### src/rtl/text_console_ctrl.sv
// Character-cell console sequencer: takes CPU character commands, keeps the cursor,
// and drives the text/colour memory ports, including autonomous clear and scroll-up.
// Latency: printable char written 1 cycle after accept, ready again the cycle after.
// Backpressure: cmd_ready is high only in IDLE; clear/scroll hold off the CPU.
//
// Ports:
//   clk, rst_n                      clock, async active-low reset
//   cmd_valid/cmd_ready             command handshake; cmd_char/cmd_color payload
//   mem_we/mem_waddr/mem_wchar/mem_wcolor   shared write port of text+colour memories
//   mem_raddr -> mem_rchar/mem_rcolor       read port, data one cycle after address
//   cursor_col, cursor_row          current cursor cell
//   busy                            high whenever the controller is not IDLE
module text_console_ctrl #(
  parameter int         COLS        = 79,
  parameter int         ROWS        = 12,
  parameter logic [7:0] BLANK_CHAR  = 8'h20,
  parameter logic [7:0] BLANK_COLOR = 8'h00
) (
  input  logic       clk,
  input  logic       rst_n,
  input  logic       cmd_valid,
  output logic       cmd_ready,
  input  logic [7:0] cmd_char,
  input  logic [7:0] cmd_color,
  output logic       mem_we,
  output logic [9:0] mem_waddr,
  output logic [7:0] mem_wchar,
  output logic [7:0] mem_wcolor,
  output logic [9:0] mem_raddr,
  input  logic [7:0] mem_rchar,
  input  logic [7:0] mem_rcolor,
  output logic [6:0] cursor_col,
  output logic [3:0] cursor_row,
  output logic       busy
);

  localparam logic [9:0] COLS_W      = 10'(COLS);
  localparam logic [9:0] LAST_CELL   = 10'(COLS * ROWS - 1);
  // last destination cell of the row-copy phase; the blanking phase follows on
  localparam logic [9:0] SCROLL_LAST = 10'(COLS * (ROWS - 1) - 1);
  localparam logic [6:0] LAST_COL    = 7'(COLS - 1);
  localparam logic [3:0] LAST_ROW    = 4'(ROWS - 1);

  typedef enum logic [2:0] {
    INIT, CLEAR, IDLE, WRITE, SCROLL_RD, SCROLL_WR, SCROLL_CLR
  } state_t;

  state_t     state_q;
  logic [9:0] idx_q;
  logic [6:0] col_q;
  logic [3:0] row_q;
  logic [9:0] waddr_q;
  logic [7:0] wchar_q;
  logic [7:0] wcolor_q;
  logic       bs_q;      // pending WRITE came from a backspace: cursor must not advance
  logic [9:0] raddr_q;   // keeps mem_raddr stable outside SCROLL_RD

  logic [9:0] cur_addr;
  logic       printable;

  assign cur_addr  = 10'(row_q) * COLS_W + 10'(col_q);
  assign printable = (cmd_char >= 8'h20) && (cmd_char <= 8'h7E);

  always_ff @(posedge clk or negedge rst_n) begin
    if (!rst_n) begin
      state_q  <= INIT;
      idx_q    <= '0;
      col_q    <= '0;
      row_q    <= '0;
      waddr_q  <= '0;
      wchar_q  <= '0;
      wcolor_q <= '0;
      bs_q     <= 1'b0;
      raddr_q  <= '0;
    end else begin
      case (state_q)
        INIT: begin
          idx_q   <= '0;
          state_q <= CLEAR;
        end

        CLEAR: begin
          if (idx_q == LAST_CELL) begin
            idx_q   <= '0;
            col_q   <= '0;
            row_q   <= '0;
            state_q <= IDLE;
          end else begin
            idx_q <= idx_q + 10'd1;
          end
        end

        IDLE: begin
          if (cmd_valid) begin
            if (printable) begin
              waddr_q  <= cur_addr;
              wchar_q  <= cmd_char;
              wcolor_q <= cmd_color;
              bs_q     <= 1'b0;
              state_q  <= WRITE;
            end else begin
              case (cmd_char)
                8'h0A: begin
                  col_q <= '0;
                  if (row_q == LAST_ROW) begin
                    idx_q   <= '0;
                    state_q <= SCROLL_RD;
                  end else begin
                    row_q <= row_q + 4'd1;
                  end
                end
                8'h08: begin
                  if (col_q != 7'd0) begin
                    col_q    <= col_q - 7'd1;
                    waddr_q  <= cur_addr - 10'd1;  // same row, one cell left
                    wchar_q  <= BLANK_CHAR;
                    wcolor_q <= BLANK_COLOR;
                    bs_q     <= 1'b1;
                    state_q  <= WRITE;
                  end
                end
                8'h0C: begin
                  idx_q   <= '0;
                  state_q <= CLEAR;
                end
                default: begin
                end
              endcase
            end
          end
        end

        WRITE: begin
          state_q <= IDLE;
          if (!bs_q) begin
            if (col_q == LAST_COL) begin
              col_q <= '0;
              if (row_q == LAST_ROW) begin
                idx_q   <= '0;
                state_q <= SCROLL_RD;
              end else begin
                row_q <= row_q + 4'd1;
              end
            end else begin
              col_q <= col_q + 7'd1;
            end
          end
        end

        SCROLL_RD: begin
          raddr_q <= idx_q + COLS_W;
          state_q <= SCROLL_WR;
        end

        SCROLL_WR: begin
          // idx simply continues into the bottom-row blanking range
          idx_q   <= idx_q + 10'd1;
          state_q <= (idx_q == SCROLL_LAST) ? SCROLL_CLR : SCROLL_RD;
        end

        SCROLL_CLR: begin
          if (idx_q == LAST_CELL) begin
            idx_q   <= '0;
            col_q   <= '0;
            row_q   <= LAST_ROW;
            state_q <= IDLE;
          end else begin
            idx_q <= idx_q + 10'd1;
          end
        end

        default: state_q <= INIT;
      endcase
    end
  end

  // Outputs depend on registered state only; the one exception is the scroll
  // copy data, which passes straight from the read port to the write port.
  always_comb begin
    mem_we     = 1'b0;
    mem_waddr  = '0;
    mem_wchar  = '0;
    mem_wcolor = '0;
    case (state_q)
      CLEAR, SCROLL_CLR: begin
        mem_we     = 1'b1;
        mem_waddr  = idx_q;
        mem_wchar  = BLANK_CHAR;
        mem_wcolor = BLANK_COLOR;
      end
      WRITE: begin
        mem_we     = 1'b1;
        mem_waddr  = waddr_q;
        mem_wchar  = wchar_q;
        mem_wcolor = wcolor_q;
      end
      SCROLL_WR: begin
        mem_we     = 1'b1;
        mem_waddr  = idx_q;
        mem_wchar  = mem_rchar;
        mem_wcolor = mem_rcolor;
      end
      default: begin
      end
    endcase
  end

  assign mem_raddr  = (state_q == SCROLL_RD) ? (idx_q + COLS_W) : raddr_q;
  assign cmd_ready  = (state_q == IDLE);
  assign busy       = (state_q != IDLE);
  assign cursor_col = col_q;
  assign cursor_row = row_q;

endmodule

### config.mk
export PLATFORM = sky130hd
export DESIGN_NAME = text_console_ctrl
export DESIGN_NICKNAME = d
export VERILOG_FILES = /design/src/rtl/text_console_ctrl.sv
export SDC_FILE = /design/constraint.sdc
export NUM_CORES = 1
export LEC_CHECK = 0
export BUFFER_PORTS_ARGS = -buffer_cell sky130_fd_sc_hd__clkbuf_2
export CORE_MARGIN = 3
export CORE_UTILIZATION = 53
export CTS_BUF_LIST = sky130_fd_sc_hd__clkbuf_4
export DETAILED_ROUTE_END_ITERATION = 8
export PLACE_DENSITY_LB_ADDON = 0.25
export SYNTH_ARGS = -nofsm -noshare
export SYNTH_HDL_FRONTEND = slang
export SYNTH_SLANG_ARGS = --single-unit
### constraint.sdc
create_clock -name clk -period 3.7 [get_ports clk]
set_clock_uncertainty 0.1 [all_clocks]
set_input_delay 0.185 -clock clk [delete_from_list [all_inputs] [get_ports clk]]
set_output_delay 0.185 -clock clk [all_outputs]
set_load 0.02 [all_outputs]
Yosys cells after proc, flatten, opt, wreduce, memory -nomap -nowiden
Index checks and enable logic that the tools add are counted.

Output and inout bits: 50. Bits in writable memories: 0. Bits in read-only memories: 0. Logic and storage cells: 116. Input bits: 35. Memories: 0. Flip-flop bits (word level): 61. Latch bits: 0.

Divide/modulo/power cells: 0. $add $sub $neg: 7. Reductions and logical operators: 16. Multiply operators: 1. Shift-type cells: 0. Equal/unequal tests: 28. Multiplexer cells: 53. Bitwise operators: 0. Magnitude comparators: 2.

Operators with widths (number): $mux W10 (10); $pmux W10 S5 (1); $mux W8 (6); $mux W7 (6); $pmux W10 S2 (2); $mux W4 (8); $eq A8 B4 Y1 const B (3); $mux W3 (8); $pmux W8 S3 (1); $pmux W7 S3 (1); $eq A10 B10 Y1 const B (2); $pmux W3 S6 (1); $pmux W4 S4 (1); $pmux W8 S2 (1); $pmux W7 S2 (1); $ne A2 B2 Y1 const B (6); $add A10 B1 Y10 const B (1); $add A10 B7 Y10 (1); $add A10 B7 Y10 const B (1); $mul A4 B7 Y10 const B (1); $sub A10 B1 Y10 const B (1); $eq A3 B3 Y1 const B (3); $pmux W3 S3 (1); $ge A8 B6 Y1 const B (1); 31 further kinds (39).

Depth between registers and ports, before layout
Gate-level depths: netlist (run 1).

Depth in word-level cells: 6. Mapped depth: 14. Depth with buffers taken out: 14.

Worst setup path before layout (run 1)
OpenSTA, ideal clock, no wires.

Path kind: register to register. Start point: register row_q[3] (netlist: cursor_row[3]). End point: register waddr_q[8]. Data arrival time: 3865 ps. Slack: -347 ps. Library setup time: 82 ps. Cell stages (with the launch flop): 12. Cells stage by stage: dfrtp_1 -> fa_1 -> fa_1 -> inv_1 -> fa_1 -> inv_1 -> ha_1 -> a21oi_1 -> xnor2_1 -> or4_1 -> or3_1 -> a31oi_1.

Word-level cells in the longest chain between the ends: 6.

RTL lines: start: declaration (line 51) `logic [3:0] row_q;`; start signal: assignment (line 109) `row_q <= row_q + 4'd1;`; start signal: assignment (line 142) `row_q <= row_q + 4'd1;`; $mul A4 B7 Y10 (*) (line 61) `assign cur_addr = 10'(row_q) * COLS_W + 10'(col_q);`; $add A10 B7 Y10 (*) (line 61); $sub A10 B1 Y10 (line 115) `waddr_q <= cur_addr - 10'd1;`; $mux W10 (line 113) `if (col_q != 7'd0) begin`; $mux W10 (line 102) `case (cmd_char)`; $mux W10 (*) (line 95) `if (printable) begin`; end signal: assignment (line 96) `waddr_q <= cur_addr;`; end signal: assignment (line 115); end: declaration (line 52) `logic [9:0] waddr_q;`.

Every way passes the cells marked *; elsewhere a longest branch is shown, timed or not. The select of a mux whose other input is x is not followed. A chain may end at the register's enable or synchronous reset.

Worst setup path in the final report (run 1)
Start point: register row_q[2] (netlist: cursor_row[2]). End point: register waddr_q[9].

The elaborated chain is that of the path after synthesis.

==> out/qor.json, run 1 <==
{
  "status": {
    "result_of_the_run": "finished with violations",
    "failed_checks": "negative setup slack"
  },
  "floorplan": {
    "die_height_um": 98.62,
    "floorplan.die_area_mm2": 0.009726,
    "starting_density_of_the_core": 0.5506,
    "die_width_um": 98.62,
    "io_pins": 85,
    "floorplan.core_area_mm2": 0.008258,
    "floorplan.rows": 33
  },
  "power": {
    "leakage_nw": 2.683,
    "powerDensity_mw_per_mm2": 211.9,
    "total_power_mw": 1.180,
    "p_comb_frac": 0.057,
    "vdd_drop_max_uv": 115.2,
    "p_int_mw": 0.8917,
    "power.share.sequential": 0.565,
    "power.net_switching_mw": 0.2883,
    "netSwitchingFraction": 0.2443,
    "power.clock.fraction": 0.378
  },
  "worst_setup_path": {
    "critical-path-top-delay-family": "adder cells",
    "worst_path_most_repeated_cell": "sky130_fd_sc_hd__fa_1",
    "worstSetupEndpointType": "flip-flop",
    "crit_arrival_ps": 4060,
    "worst-endpoint-required_ps": 3860,
    "critical_path_cell_sequence": "fa_1 > fa_1 > inv_1 > fa_1 > inv_2 > ha_4 > xnor2_2 > or3b_4 > or4_1 > o31ai_2 > a31oi_1",
    "critical_path_source_type": "flip-flop",
    "worst-path-buf-inv": 2,
    "cpMaxStageDelayCell": "sky130_fd_sc_hd__fa_1",
    "path_class": "reg -> reg",
    "slowest_delay_ps": 530,
    "path_max_fanout": 4
  },
  "global_routing": {
    "grt_pass1_vias": 4114,
    "overflow": 0,
    "grt_antenna_before_repair": 0,
    "grt_start_max_net_pins": 39,
    "grt_pass1_wl_mm": 20.02,
    "grt.total_usage": 0.2534
  },
  "timing": {
    "grt_setup_unrepaired": "true",
    "finalSetupViolations": 2,
    "finalWorstSetupSlack_ps": -203.7,
    "max_slew.worst_pin.slew_ps": 855.2,
    "post-route-period-util": 1.055,
    "timing_max_transition_violations_final": 0,
    "slew_headroom": 0.4272,
    "period_minus_slack_ps": 3904,
    "fmaxAchievable_mhz": 256.2,
    "final-hold-violation-count": 0
  },
  "detailed_routing": {
    "detail_route.drc_violations": 0,
    "routed-via-count": 4368,
    "routed_wl_mm": 12.28,
    "average_wire_per_cell_in_the_routed_design_um": 16.64,
    "detail_route.vias_per_cell": 5.919,
    "drc_marker_count_from_the_first_detailed_route_iteration": 339,
    "route.antenna.remaining_nets": 0,
    "drtPass1Iterations": 5
  },
  "final_layout": {
    "layout-drive-gt1-share": 0.2607,
    "layout_commonest_cell": "sky130_fd_sc_hd__clkbuf_2",
    "layout.cells.non_filler": 738,
    "area_growth_pct": 22.45,
    "stdcell_area_mm2": 0.005568,
    "fill_cells": 681,
    "top_library_cells_by_usage_in_the_layout_fill_and_taps_aside": "sky130_fd_sc_hd__clkbuf_2 (84), sky130_fd_sc_hd__dfrtp_1 (58), sky130_fd_sc_hd__nand2_1 (49)",
    "layout.core_utilization": 0.6742,
    "antenna-diode-count": 0,
    "design.final.nets": 700
  },
  "logic_synthesis": {
    "synth_flop_cell": "sky130_fd_sc_hd__dfrtp_1",
    "edff_count_synth": 0,
    "synth_sequential_area_ratio": 0.3357,
    "synth-seq-cells": 61,
    "mappedNetlistNets": 591,
    "post_synth_inst_count": 520,
    "post_synth_instance_area_mm2": 0.004547,
    "synth.distinct_cells": 63,
    "synth_warnings": 0,
    "post_synth.cell_area_avg_um2": 8.744,
    "ys_async_sr_fraction": 1.000
  },
  "place": {
    "pre_cts_slack_ps": -158.7,
    "place_hpwl_mm": 8.893,
    "place.gp.congestion": 0.9153,
    "numPlacedInstances": 708,
    "placed_area_mm2": 0.005249,
    "port-buffer-count": 84
  },
  "cts": {
    "htreeDepth": 3,
    "worstSkewPairLatency_ps": 410,
    "clock_tree_from_tritoncts": "done",
    "numCtsBuffers": 9,
    "clk_transition_reported_paths_ps": 110,
    "clockBufferDepth": 2,
    "cts_sinks": 61,
    "cts_root_buffer": "sky130_fd_sc_hd__clkbuf_4"
  },
  "worst_hold_path": {
    "hold_class": "in -> reg"
  },
  "flow_run": {
    "maxCapViolCount": 0
  }
}
==> logic make-up after synthesis <==
logic type | share of synthesized area
AOI/OAI and AO/OA | 0.2545
and+or+nand+nor | 0.1929
buffers and inverters | 0.05504
DFF | 0.3357
adders and majority gates | 0.1123
xor gates and xnor gates | 0.04238
muxes | 0.007154
==> metrics by stage <==
step	hold WS, ps	setup TNS, ps
after CTS	3.761	-268.1
after floorplan	-210.6	-287.7
after global placement	125.9	-139.9
after global routing	63.21	-643.2
final	32.64	-345.6
after detailed placement	142.7	-311.0
==> repair_timing <==
item,CTS,global route
gates resized for setup,6,7
endpoints found under the setup margin,4,4
buffers inserted,0,2
pin swaps,3,5
hold buffers,13,0
endpoints found under the hold margin,35,0
==> final cells by class <==
type                            instances  area (µm²)  area share
Multi-Input combinational cell        393        2884      0.5180
Sequential cell                        61        1530      0.2748
Clock inverter                          6       55.05    0.009888
Tap cell                              105       131.4     0.02360
Clock buffer                            9       67.56     0.01213
Inverter                               41       153.9     0.02764
Timing Repair Buffer                  123       745.7      0.1339
==> path summary, 6_finish.rpt <==
path,depth (start not counted),to,slack [ps],startpoint
setup / recovery,11,waddr_q[9],-200,cursor_row[2]
setup reg to reg,11,waddr_q[9],-200,cursor_row[2]
max in group asynchronous,3,wchar_q[2],2340,rst_n
hold / removal,3,wchar_q[5],30,cmd_char[5]
hold reg to reg,2,waddr_q[1],390,waddr_q[1]
min in group asynchronous,2,raddr_q[6],220,rst_n
==> worst register-to-register path: cells and delay by family, from the launching register on <==
family	cells	cell delay, ps
AO/OA/AOI/OAI	2	300
XOR/XNOR	1	90
adder cells (fa/ha/maj)	4	1840
flip-flops	1	430
buffers and inverters	2	90
AND/OR/NAND/NOR	2	880
==> synth_stat cells, types with 3 or more instances <==
cell,n,share of area
sky130_fd_sc_hd__a211oi_1,3,0.0050
sky130_fd_sc_hd__a21o_1,6,0.0099
sky130_fd_sc_hd__a21oi_1,21,0.023
sky130_fd_sc_hd__a22o_1,42,0.081
sky130_fd_sc_hd__a22oi_1,4,0.0066
sky130_fd_sc_hd__a31oi_1,8,0.011
sky130_fd_sc_hd__and2_1,3,0.0041
sky130_fd_sc_hd__and3_1,4,0.0055
sky130_fd_sc_hd__clkbuf_1,21,0.017
sky130_fd_sc_hd__dfrtp_1,61,0.34
sky130_fd_sc_hd__fa_1,8,0.035
sky130_fd_sc_hd__ha_1,28,0.077
sky130_fd_sc_hd__inv_1,41,0.034
sky130_fd_sc_hd__nand2_1,50,0.041
sky130_fd_sc_hd__nand2b_1,9,0.012
sky130_fd_sc_hd__nand3_1,10,0.011
sky130_fd_sc_hd__nand4_1,4,0.0055
sky130_fd_sc_hd__nor2_1,37,0.031
sky130_fd_sc_hd__nor2b_1,5,0.0069
sky130_fd_sc_hd__nor3_1,9,0.0099
sky130_fd_sc_hd__o211ai_1,4,0.0066
sky130_fd_sc_hd__o21a_1,3,0.0050
sky130_fd_sc_hd__o21ai_0,46,0.051
sky130_fd_sc_hd__o22ai_1,5,0.0069
sky130_fd_sc_hd__o31ai_1,12,0.020
sky130_fd_sc_hd__or2_2,5,0.0069
sky130_fd_sc_hd__or4_1,3,0.0050
sky130_fd_sc_hd__xnor2_1,12,0.023
sky130_fd_sc_hd__xor2_1,10,0.019
==> state kept, by name, indices dropped and copies added (netlist names), 3 cells and up <==
register,flops
idx_q,10
raddr_q,10
waddr_q,10
wchar_q,8
wcolor_q,8
cursor_col,7
cursor_row,4
state_q,3
==> metal layers <==
| layer | global-route usage | up-vias | wire, µm |
|---|---|---|---|
| li1 | - | 2107 | - |
| met1 | 0.3285 | 2074 | 5206 |
| met2 | 0.4379 | 164 | 6139 |
| met3 | 0.04529 | 23 | 705 |
| met4 | 0.06828 | 0 | 229 |
| met5 | 0 | - | 0 |
==> power groups by stage <==
stage	clock (mW)	sequential, mW	combinational [mW]
final	0.446	0.666	0.0677
after global placement	0	0.679	0.0552
after floorplan	0	0.679	0.0164
after CTS	0.455	0.666	0.0677
after detailed placement	0	0.679	0.0567
after global routing	0.483	0.666	0.0746
(Power assumes the default switching activity.)
==> run 2, diff against run 1 <==
--- a/config.mk
+++ b/config.mk
@@ -11,6 +11,7 @@
 export CTS_BUF_LIST = sky130_fd_sc_hd__clkbuf_4
 export DETAILED_ROUTE_END_ITERATION = 8
 export PLACE_DENSITY_LB_ADDON = 0.25
+export SETUP_SLACK_MARGIN = 0.3
 export SYNTH_ARGS = -nofsm -noshare
 export SYNTH_HDL_FRONTEND = slang
 export SYNTH_SLANG_ARGS = --single-unit
==> run 2 against run 1 <==
The run still ends with negative setup slack left. Via count up 1.8%. Wire length up 2.4%. Count of clock-buffer cells in the layout unchanged. Worst hold slack better by 9.7 ps. Largest power group unchanged. Clock power up 12%. Fmax up 0.12%. Critical path depth unchanged. Sequential share of layout area down 0.55 points. Combinational power up 1%.
==> out/qor.json, run 2 (same netlist as run 1, synthesis figures left out) <==
{
  "place": {
    "port-buffer-count": 84,
    "pre_cts_slack_ps": -174.9,
    "place_hpwl_mm": 9.017,
    "numPlacedInstances": 710,
    "placed_area_mm2": 0.005266,
    "place.gp.congestion": 0.8826
  },
  "worst_setup_path": {
    "worstReg2RegEnd": "waddr_q[8]",
    "critical_path_source_type": "flip-flop",
    "worst-r2r-setup-slack_ps": -200,
    "worst_path_most_repeated_cell": "sky130_fd_sc_hd__fa_1",
    "slowest_delay_ps": 520,
    "timing.rr.start": "cursor_row[2]",
    "worstSetupEndpointType": "flip-flop",
    "crit_arrival_ps": 4140,
    "path_max_fanout": 4,
    "worst-path-buf-inv": 2,
    "critical_path_cell_sequence": "fa_1 > fa_1 > inv_1 > fa_1 > inv_2 > ha_4 > xnor2_2 > nand4b_1 > or4_4 > or3_1 > a31oi_1",
    "critical-path-top-delay-family": "adder cells",
    "worst-endpoint-required_ps": 3940,
    "worst_setup_path_startpoint": "cursor_row[2]",
    "ff2ff_path_depth": 11,
    "cpMaxStageDelayCell": "sky130_fd_sc_hd__fa_1",
    "critPathCapture": "waddr_q[8]",
    "path_class": "reg -> reg",
    "worst-path-stages": 11
  },
  "final_layout": {
    "layout.cells.non_filler": 747,
    "antenna-diode-count": 0,
    "design.final.nets": 708,
    "largest_registers": "idx_q (10), raddr_q (10), waddr_q (10)",
    "layout.core_utilization": 0.6880,
    "fill_cells": 667,
    "area_growth_pct": 24.96,
    "layout-drive-gt1-share": 0.2757,
    "stdcell_area_mm2": 0.005682,
    "top_library_cells_by_usage_in_the_layout_fill_and_taps_aside": "sky130_fd_sc_hd__clkbuf_2 (84), sky130_fd_sc_hd__dfrtp_1 (58), sky130_fd_sc_hd__nand2_1 (49)",
    "final-seq-area_mm2": 0.001530,
    "layout_commonest_cell": "sky130_fd_sc_hd__clkbuf_2",
    "multiInputGateArea_mm2": 0.002894
  },
  "timing": {
    "setup-tns-final_ps": -513.1,
    "post-route-period-util": 1.054,
    "slew_headroom": 0.3772,
    "grt_setup_unrepaired": "true",
    "finalSetupViolations": 3,
    "final-hold-violation-count": 0,
    "max_slew.worst_pin.slew_ps": 934.2,
    "finalWorstSetupSlack_ps": -199.2,
    "timing_max_transition_violations_final": 0,
    "fmaxAchievable_mhz": 256.5,
    "period_minus_slack_ps": 3899,
    "final.hold.worst_slack_ps": 42.30
  },
  "global_routing": {
    "grt.total_usage": 0.2575,
    "grt_pass1_wl_mm": 20.67,
    "grt_pass1_vias": 4345,
    "overflow": 0,
    "grt_antenna_before_repair": 0,
    "grt_start_max_net_pins": 39
  },
  "floorplan": {
    "floorplan.rows": 33,
    "io_pins": 85,
    "starting_density_of_the_core": 0.5506,
    "floorplan.core_area_mm2": 0.008258,
    "die_width_um": 98.62,
    "floorplan.die_area_mm2": 0.009726,
    "die_height_um": 98.62
  },
  "detailed_routing": {
    "drtPass1Iterations": 5,
    "drc_marker_count_from_the_first_detailed_route_iteration": 263,
    "detail_route.drc_violations": 0,
    "average_wire_per_cell_in_the_routed_design_um": 16.83,
    "routed_wl_mm": 12.57,
    "route.antenna.remaining_nets": 0,
    "detail_route.vias_per_cell": 5.953,
    "routed-via-count": 4447
  },
  "status": {
    "failed_checks": "negative setup slack",
    "result_of_the_run": "finished with violations"
  },
  "cts": {
    "numCtsBuffers": 9,
    "htreeDepth": 3,
    "clk_transition_reported_paths_ps": 120,
    "cts_sinks": 61,
    "cts_root_buffer": "sky130_fd_sc_hd__clkbuf_4",
    "worstSkewPairLatency_ps": 430,
    "clockBufferDepth": 2,
    "clock_tree_from_tritoncts": "done"
  },
  "flow_run": {
    "maxCapViolCount": 0
  },
  "power": {
    "total_power_mw": 1.235,
    "vdd_drop_max_uv": 134.0,
    "leakage_nw": 2.718,
    "powerDensity_mw_per_mm2": 217.4
  },
  "worst_hold_path": {
    "hold_class": "in -> reg"
  }
}
run 2: cell count changes in the layout (fill, tap and decap cells not counted), sizes merged:
cell	delta
clkinvlp	+2
buf	+6
clkinv	-2
inv	+1
dlygate4sd3	+2
run 2: power by group:
group          total [mW]  leakage (nW)  internal [mW]  switching [mW]
logic              0.0685          1.87         0.0306          0.0379
clock network       0.500        0.0685          0.207           0.293
registers           0.666         0.781          0.666               0
total                1.24          2.72          0.904           0.331
run 2: per-layer routing:
layer | global-route usage | share of wire
met1 | 0.3364 | 0.42
met4 | 0.07878 | 0.020
met3 | 0.05591 | 0.057
met2 | 0.4301 | 0.50
met5 | 0 | 0
run 2: how the worst min path moves through the flow:
stage | start | cells past startpoint | endpoint | slack (ps)
detailed placement | rst_n | 1 | raddr_q[4] | 130
global route | cmd_char[2] | 2 | wchar_q[2] | 70
finish | cmd_char[7] | 3 | wchar_q[5] | 40
global placement | rst_n | 1 | raddr_q[4] | 120
CTS | cmd_char[7] | 3 | wchar_q[5] | 30
floorplan | rst_n | 0 | bs_q | -210
run 2: worst min-delay path, cell delays in order:
cell                       delay (ps)
sky130_fd_sc_hd__clkbuf_2         140
sky130_fd_sc_hd__nor3b_1           70
sky130_fd_sc_hd__o21ai_0          140
run 2: layout make-up:
type / count / share of cell area
clock inverters: 7 / 0.01321
multi-input cells: 393 / 0.5094
repair buffers: 131 / 0.1460
well taps: 105 / 0.02312
flip-flops and latches: 61 / 0.2693
inverters: 41 / 0.02709
clock buffers: 9 / 0.01189
run 2: timing repair:
action / 4_1_cts / 5_1_grt
hold endpoints to repair: 36 / 0
cloned: 0 / 0
pin swaps: 9 / 5
hold buffers: 15 / 0
buffers inserted: 5 / 1
resized for setup: 15 / 7
endpoints found under the setup margin: 5 / 6
